File: config.mk
export PLATFORM = sky130hd
export DESIGN_NAME = micro_sequencer
export DESIGN_NICKNAME = d
export VERILOG_FILES = /design/src/rtl/micro_sequencer_pkg.sv /design/src/rtl/micro_next_addr_mux.sv /design/src/rtl/micro_sequencer.sv
export SDC_FILE = /design/constraint.sdc
export NUM_CORES = 1
export LEC_CHECK = 0
export ABC_AREA = 1
export CORE_MARGIN = 8
export CORE_UTILIZATION = 49
export DETAILED_ROUTE_END_ITERATION = 10
export GPL_ROUTABILITY_DRIVEN = 1
export PLACE_DENSITY = 0.75
export SLEW_MARGIN = 20
export SYNTH_ARGS = -nofsm -noshare
export SYNTH_HDL_FRONTEND = slang
export SYNTH_SLANG_ARGS = --single-unit
File: constraint.sdc
create_clock -name clk -period 1.6 [get_ports clk]
set_input_delay 0.16 -clock clk [delete_from_list [all_inputs] [get_ports clk]]
set_output_delay 0.16 -clock clk [all_outputs]
set_load 0.005 [all_outputs]
File: src/rtl/micro_sequencer_pkg.sv
// micro_sequencer_pkg: shared control-unit encodings for the microstore next-address fields.
package micro_sequencer_pkg;

    typedef logic [5:0] state_t;

    typedef enum logic [2:0] {
        NS_DECODE = 3'd0,
        NS_FETCH  = 3'd1,
        NS_INCR   = 3'd2,
        NS_JUMP   = 3'd3,
        NS_CJUMP  = 3'd4,
        NS_CALL   = 3'd5,
        NS_RETURN = 3'd6,
        NS_WAIT   = 3'd7
    } ns_sel_e;

    typedef enum logic [1:0] {
        COND_MOC  = 2'd0,
        COND_TRUE = 2'd1,
        COND_ONE  = 2'd2,
        COND_ZERO = 2'd3
    } cond_sel_e;

    localparam logic [1:0] FC_NONE      = 2'b00;
    localparam logic [1:0] FC_TIMEOUT   = 2'b01;
    localparam logic [1:0] FC_UNDERFLOW = 2'b10;
    localparam logic [1:0] FC_OVERFLOW  = 2'b11;

endpackage

File: src/rtl/micro_next_addr_mux.sv
// micro_next_addr_mux: combinational next microstore index selection with fault override.
module micro_next_addr_mux
    import micro_sequencer_pkg::*;
#(
    parameter state_t RESET_STATE = 6'd0,
    parameter state_t FAULT_STATE = 6'd63,
    parameter int     MOC_TIMEOUT = 16
) (
    input  state_t     state_i,
    input  logic [2:0] ns_sel_i,
    input  logic [1:0] cond_sel_i,
    input  logic       inv_i,
    input  state_t     cr_addr_i,
    input  state_t     encoder_state_i,
    input  logic       moc_i,
    input  logic       cond_true_i,
    input  state_t     ret_reg_i,
    input  logic       ret_valid_i,
    input  logic [7:0] wait_cnt_i,
    output state_t     next_state_o,
    output state_t     inc_o,
    output logic       fault_o,
    output logic [1:0] fault_code_o,
    output logic       ret_load_o,
    output logic       ret_clear_o,
    output logic       wait_inc_o
);

    ns_sel_e   ns;
    cond_sel_e cs;
    logic      c, timeout, underflow, overflow;
    state_t    sel_addr;

    assign ns    = ns_sel_e'(ns_sel_i);
    assign cs    = cond_sel_e'(cond_sel_i);
    assign c     = inv_i ^ (cs == COND_MOC  ? moc_i :
                            cs == COND_TRUE ? cond_true_i :
                            cs == COND_ONE);
    assign inc_o = state_i + 6'd1;

    // Counter compared before increment, so the loop holds MOC_TIMEOUT cycles before faulting.
    assign timeout   = ns == NS_WAIT && !c && wait_cnt_i == 8'(MOC_TIMEOUT);
    assign underflow = ns == NS_RETURN && !ret_valid_i;
    assign overflow  = ns == NS_CALL && ret_valid_i;
    assign fault_o   = timeout | underflow | overflow;
    assign fault_code_o = timeout   ? FC_TIMEOUT :
                          underflow ? FC_UNDERFLOW :
                          overflow  ? FC_OVERFLOW : FC_NONE;

    always_comb begin
        sel_addr = inc_o;
        case (ns)
            NS_DECODE: sel_addr = encoder_state_i;
            NS_FETCH:  sel_addr = RESET_STATE;
            NS_INCR:   sel_addr = inc_o;
            NS_JUMP:   sel_addr = cr_addr_i;
            NS_CJUMP:  sel_addr = c ? cr_addr_i : inc_o;
            NS_CALL:   sel_addr = cr_addr_i;
            NS_RETURN: sel_addr = ret_reg_i;
            NS_WAIT:   sel_addr = c ? inc_o : state_i;
        endcase
    end

    assign next_state_o = fault_o ? FAULT_STATE : sel_addr;
    assign ret_load_o   = ns == NS_CALL && !fault_o;
    assign ret_clear_o  = ns == NS_RETURN && !fault_o;
    assign wait_inc_o   = ns == NS_WAIT && !c && !fault_o;

endmodule

File: src/rtl/micro_sequencer.sv
// micro_sequencer: registered microstore index with one-level return register,
// memory-wait timeout and sticky first-fault reporting.
module micro_sequencer
    import micro_sequencer_pkg::*;
#(
    parameter state_t RESET_STATE = 6'd0,
    parameter state_t FAULT_STATE = 6'd63,
    parameter int     MOC_TIMEOUT = 16
) (
    input  logic       clk,
    input  logic       reset,
    input  logic       stall,
    input  logic [2:0] ns_sel,
    input  logic [1:0] cond_sel,
    input  logic       inv,
    input  logic [5:0] cr_addr,
    input  logic [5:0] encoder_state,
    input  logic       moc,
    input  logic       cond_true,
    output logic [5:0] state,
    output logic       ret_valid,
    output logic       fault,
    output logic [1:0] fault_code
);

    state_t     state_q, ret_q, next_d, inc_d;
    logic       ret_valid_q, fault_q, hit_d, ret_load_d, ret_clear_d, wait_inc_d;
    logic [1:0] code_q, code_d;
    logic [7:0] wait_q;

    micro_next_addr_mux #(
        .RESET_STATE(RESET_STATE),
        .FAULT_STATE(FAULT_STATE),
        .MOC_TIMEOUT(MOC_TIMEOUT)
    ) u_mux (
        .state_i        (state_q),
        .ns_sel_i       (ns_sel),
        .cond_sel_i     (cond_sel),
        .inv_i          (inv),
        .cr_addr_i      (cr_addr),
        .encoder_state_i(encoder_state),
        .moc_i          (moc),
        .cond_true_i    (cond_true),
        .ret_reg_i      (ret_q),
        .ret_valid_i    (ret_valid_q),
        .wait_cnt_i     (wait_q),
        .next_state_o   (next_d),
        .inc_o          (inc_d),
        .fault_o        (hit_d),
        .fault_code_o   (code_d),
        .ret_load_o     (ret_load_d),
        .ret_clear_o    (ret_clear_d),
        .wait_inc_o     (wait_inc_d)
    );

    always_ff @(posedge clk) begin
        if (reset) begin
            state_q     <= RESET_STATE;
            ret_q       <= '0;
            ret_valid_q <= 1'b0;
            wait_q      <= '0;
            fault_q     <= 1'b0;
            code_q      <= FC_NONE;
        end else if (!stall) begin
            state_q     <= next_d;
            ret_q       <= ret_load_d ? inc_d : ret_q;
            ret_valid_q <= ret_load_d | (ret_valid_q & ~ret_clear_d);
            wait_q      <= wait_inc_d ? wait_q + 8'd1 : 8'd0;
            fault_q     <= fault_q | hit_d;
            code_q      <= (hit_d && !fault_q) ? code_d : code_q;
        end
    end

    assign state      = state_q;
    assign ret_valid  = ret_valid_q;
    assign fault      = fault_q;
    assign fault_code = code_q;

endmodule
==> flow_metrics.py, run 1 <==
metrics = {
    "final_layout": {
        "antenna_cells": 0,
        "final_util_pct": 67.4,
        "layout.nets": 306,
        "most-common-layout-cells": "81 x nand2_1, 38 x nor2_1, 32 x clkdlybuf4s50_1",
        "layout_commonest_cell": "nand2_1",
        "drive_gt1_share_pct": 13.3,
        "area_delta_synth_final_pct": 35.3,
    },
    "logic_synthesis": {
        "synth_area_leaders": "dfxtp_1 33%, nand2_1 21%, nor2_1 10%, inv_1 7.4%, nand3_1 5.4%",
        "ys_warn_count": 0,
        "ys_seq_elements": 24,
        "synth_top_area_share_pct": 32.7,
        "ys_types": 22,
        "syn_nets": 260,
        "netlist_area_um2": 1470,
        "synthCells": 234,
        "avgSynthCellArea_um2": 6.28,
        "synth_top_area_cell": "dfxtp_1",
        "synth_seq_area_share_pct": 32.7,
    },
    "clocking": {
        "cts_tree": "done",
        "cts.clk_slew.worst_paths_ps": 130,
        "cts.path.max_buffers": 2,
        "numCtsBuffers": 3,
        "clock_latency_ps": 330,
        "root_buffer": "clkbuf_4",
        "clock-sinks": 24,
        "htree_levels": 1,
        "hold_buffers": 0,
    },
    "floorplanning": {
        "ios": 33,
        "fp.dieW_um": 70.8,
        "rows": 20,
        "design.core.area_um2": 2950,
        "initial_core_util_pct": 49.8,
        "die_y_um": 70.8,
        "dieArea_um2": 5010,
    },
    "sta": {
        "fin_crit_sh_pct": 98.0,
        "tightest_slew_ps": 491,
        "relSlewSlack_pct": 67.2,
        "skew_ps": 15.8,
        "finalHoldViolCount": 0,
        "min_period_ps": 1570,
        "timing.hold.ws_ps": 472,
        "report.final.slew_viol_count": 0,
        "fmax_ghz": 0.638,
        "setup_viol": 0,
    },
    "pwr": {
        "vdd_drop_max_mv": 0.575,
        "power_density_nw_per_um2": 701,
        "leakage_nw": 0.928,
    },
    "drt": {
        "vias": 1565,
        "routedWlPerCell_um": 12.7,
        "drt_first_iter_violations": 81,
        "drt_drc_violations_left": 0,
        "wl_um": 3980,
        "viasPerCell": 5.02,
        "firstDrtPassIters": 4,
        "ant_nets": 0,
    },
    "placement": {
        "port_buffers": 32,
        "hpwl_um": 2880,
        "place_congestion": 0.833,
    },
    "global_routing": {
        "grt_max_degree": 15,
        "grt.total_usage_pct": 14.9,
        "grt_pass1_wl_um": 6140,
        "grt_pass1_vias": 1402,
        "overflow": 0,
        "antenna_found_initial": 0,
    },
    "worst_setup_path": {
        "cp.required_ps": 1830,
        "startpoint_type": "flip-flop",
        "end_kind": "flip-flop",
        "arrival_ps": 1800,
        "path_class": "flip-flop to flip-flop",
        "crit_fanout": 7,
    },
    "job": {
        "drv_cap": 0,
    },
    "hold_path": {
        "min_path_type": "flip-flop to flip-flop",
    },
    "outcome": {
        "status": "finished clean",
    },
}
## where the power goes
group          total (W)  switching (W)  internal, W
sequential      0.000644      0.0000234     0.000621
clock           0.000450       0.000197     0.000254
combinational   0.000301       0.000156     0.000145
total            0.00140       0.000376      0.00102
## cells by family after synthesis
group	share of synthesized area [%]
and+or+nand+nor	46.8
buffers and inverters	8.94
DFF	32.7
xor gates and xnor gates	5.96
AOI/OAI and AO/OA	3.06
adders and majority gates	2.55
## sequential cells by signal, indices dropped and copies added, names as in the netlist
| signal | count |
|---|---|
| fault_code | 2 |
| wait_q | 8 |
| ret_q | 6 |
| ret_valid | 1 |
| state | 6 |
| fault | 1 |
## what timing repair did
item                                    in CTS  in global routing
setup buffers                                0                  2
endpoints found under the setup margin       0                  5
gates resized for setup                      0                 10
## cell usage after synthesis, drive strengths merged
cell type / instances
nand2: 87
nor2: 41
inv: 31
dfxtp: 24
nand3: 17
xor2: 9
a21oi: 7
nand4: 5
nor3: 5
ha: 3
o21ai: 2
buf: 1
clkbuf: 1
xnor2: 1
## cell type report
class | count | area, um2
Fill cell | 274 | 963
Multi-Input combinational cell | 178 | 895
Sequential cell | 24 | 487
Timing Repair Buffer | 42 | 395
Inverter | 31 | 119
Tap cell | 33 | 41.3
Clock inverter | 1 | 30.0
Clock buffer | 3 | 22.5
## layer usage
| layer | global-route usage, % | vias up | share of wire (%) |
|---|---|---|---|
| met1 | 17.5 | 699 | 43 |
| li1 | - | 812 | - |
| met2 | 25.1 | 43 | 48 |
| met4 | 7.62 | 0 | 2.5 |
| met3 | 2.82 | 11 | 5.5 |
| met5 | 0 | - | 0 |
## path summary, 6_finish.rpt
kind / startpoint / to / slack [ps] / cells past startpoint
worst max-delay path: wait_q[0] / ret_q[2] / 30 / 9
worst min-delay path: fault_code[1] / fault_code[1] / 470 / 2
worst max register to register: wait_q[0] / ret_q[2] / 30 / 9
worst min register to register: fault_code[1] / fault_code[1] / 470 / 2
## worst max-delay path, stage by stage, from the launching register on
cell,delay (ps)
dfxtp_4,380
inv_4,60
ha_4,120
nand2_1,60
nor3_2,220
nand3_2,220
nand4_4,220
nand2_1,80
nand2_1,60
nor2_1,40
## through the flow
step	area (um2)	power, W	worst slack (ps)	setup TNS, ps	cells
after floorplan	1470	0.000802	301	0	234
after global placement	1880	0.000945	-129	-1480	305
after detailed placement	1880	0.000948	-128	-1680	305
after CTS	1930	0.00139	91.2	0	309
after global routing	1990	0.00146	-59.4	-300	312
final	1990	0.00140	32.0	0	312
No activity file was read; power rests on OpenSTA's default activity.
==> run 2: changes to the inputs <==
CTS_CLUSTER_DIAMETER = 100   (was default)
==> results of run 2 <==
Same layout as run 1: the final DEF is identical, and so are final timing and power.
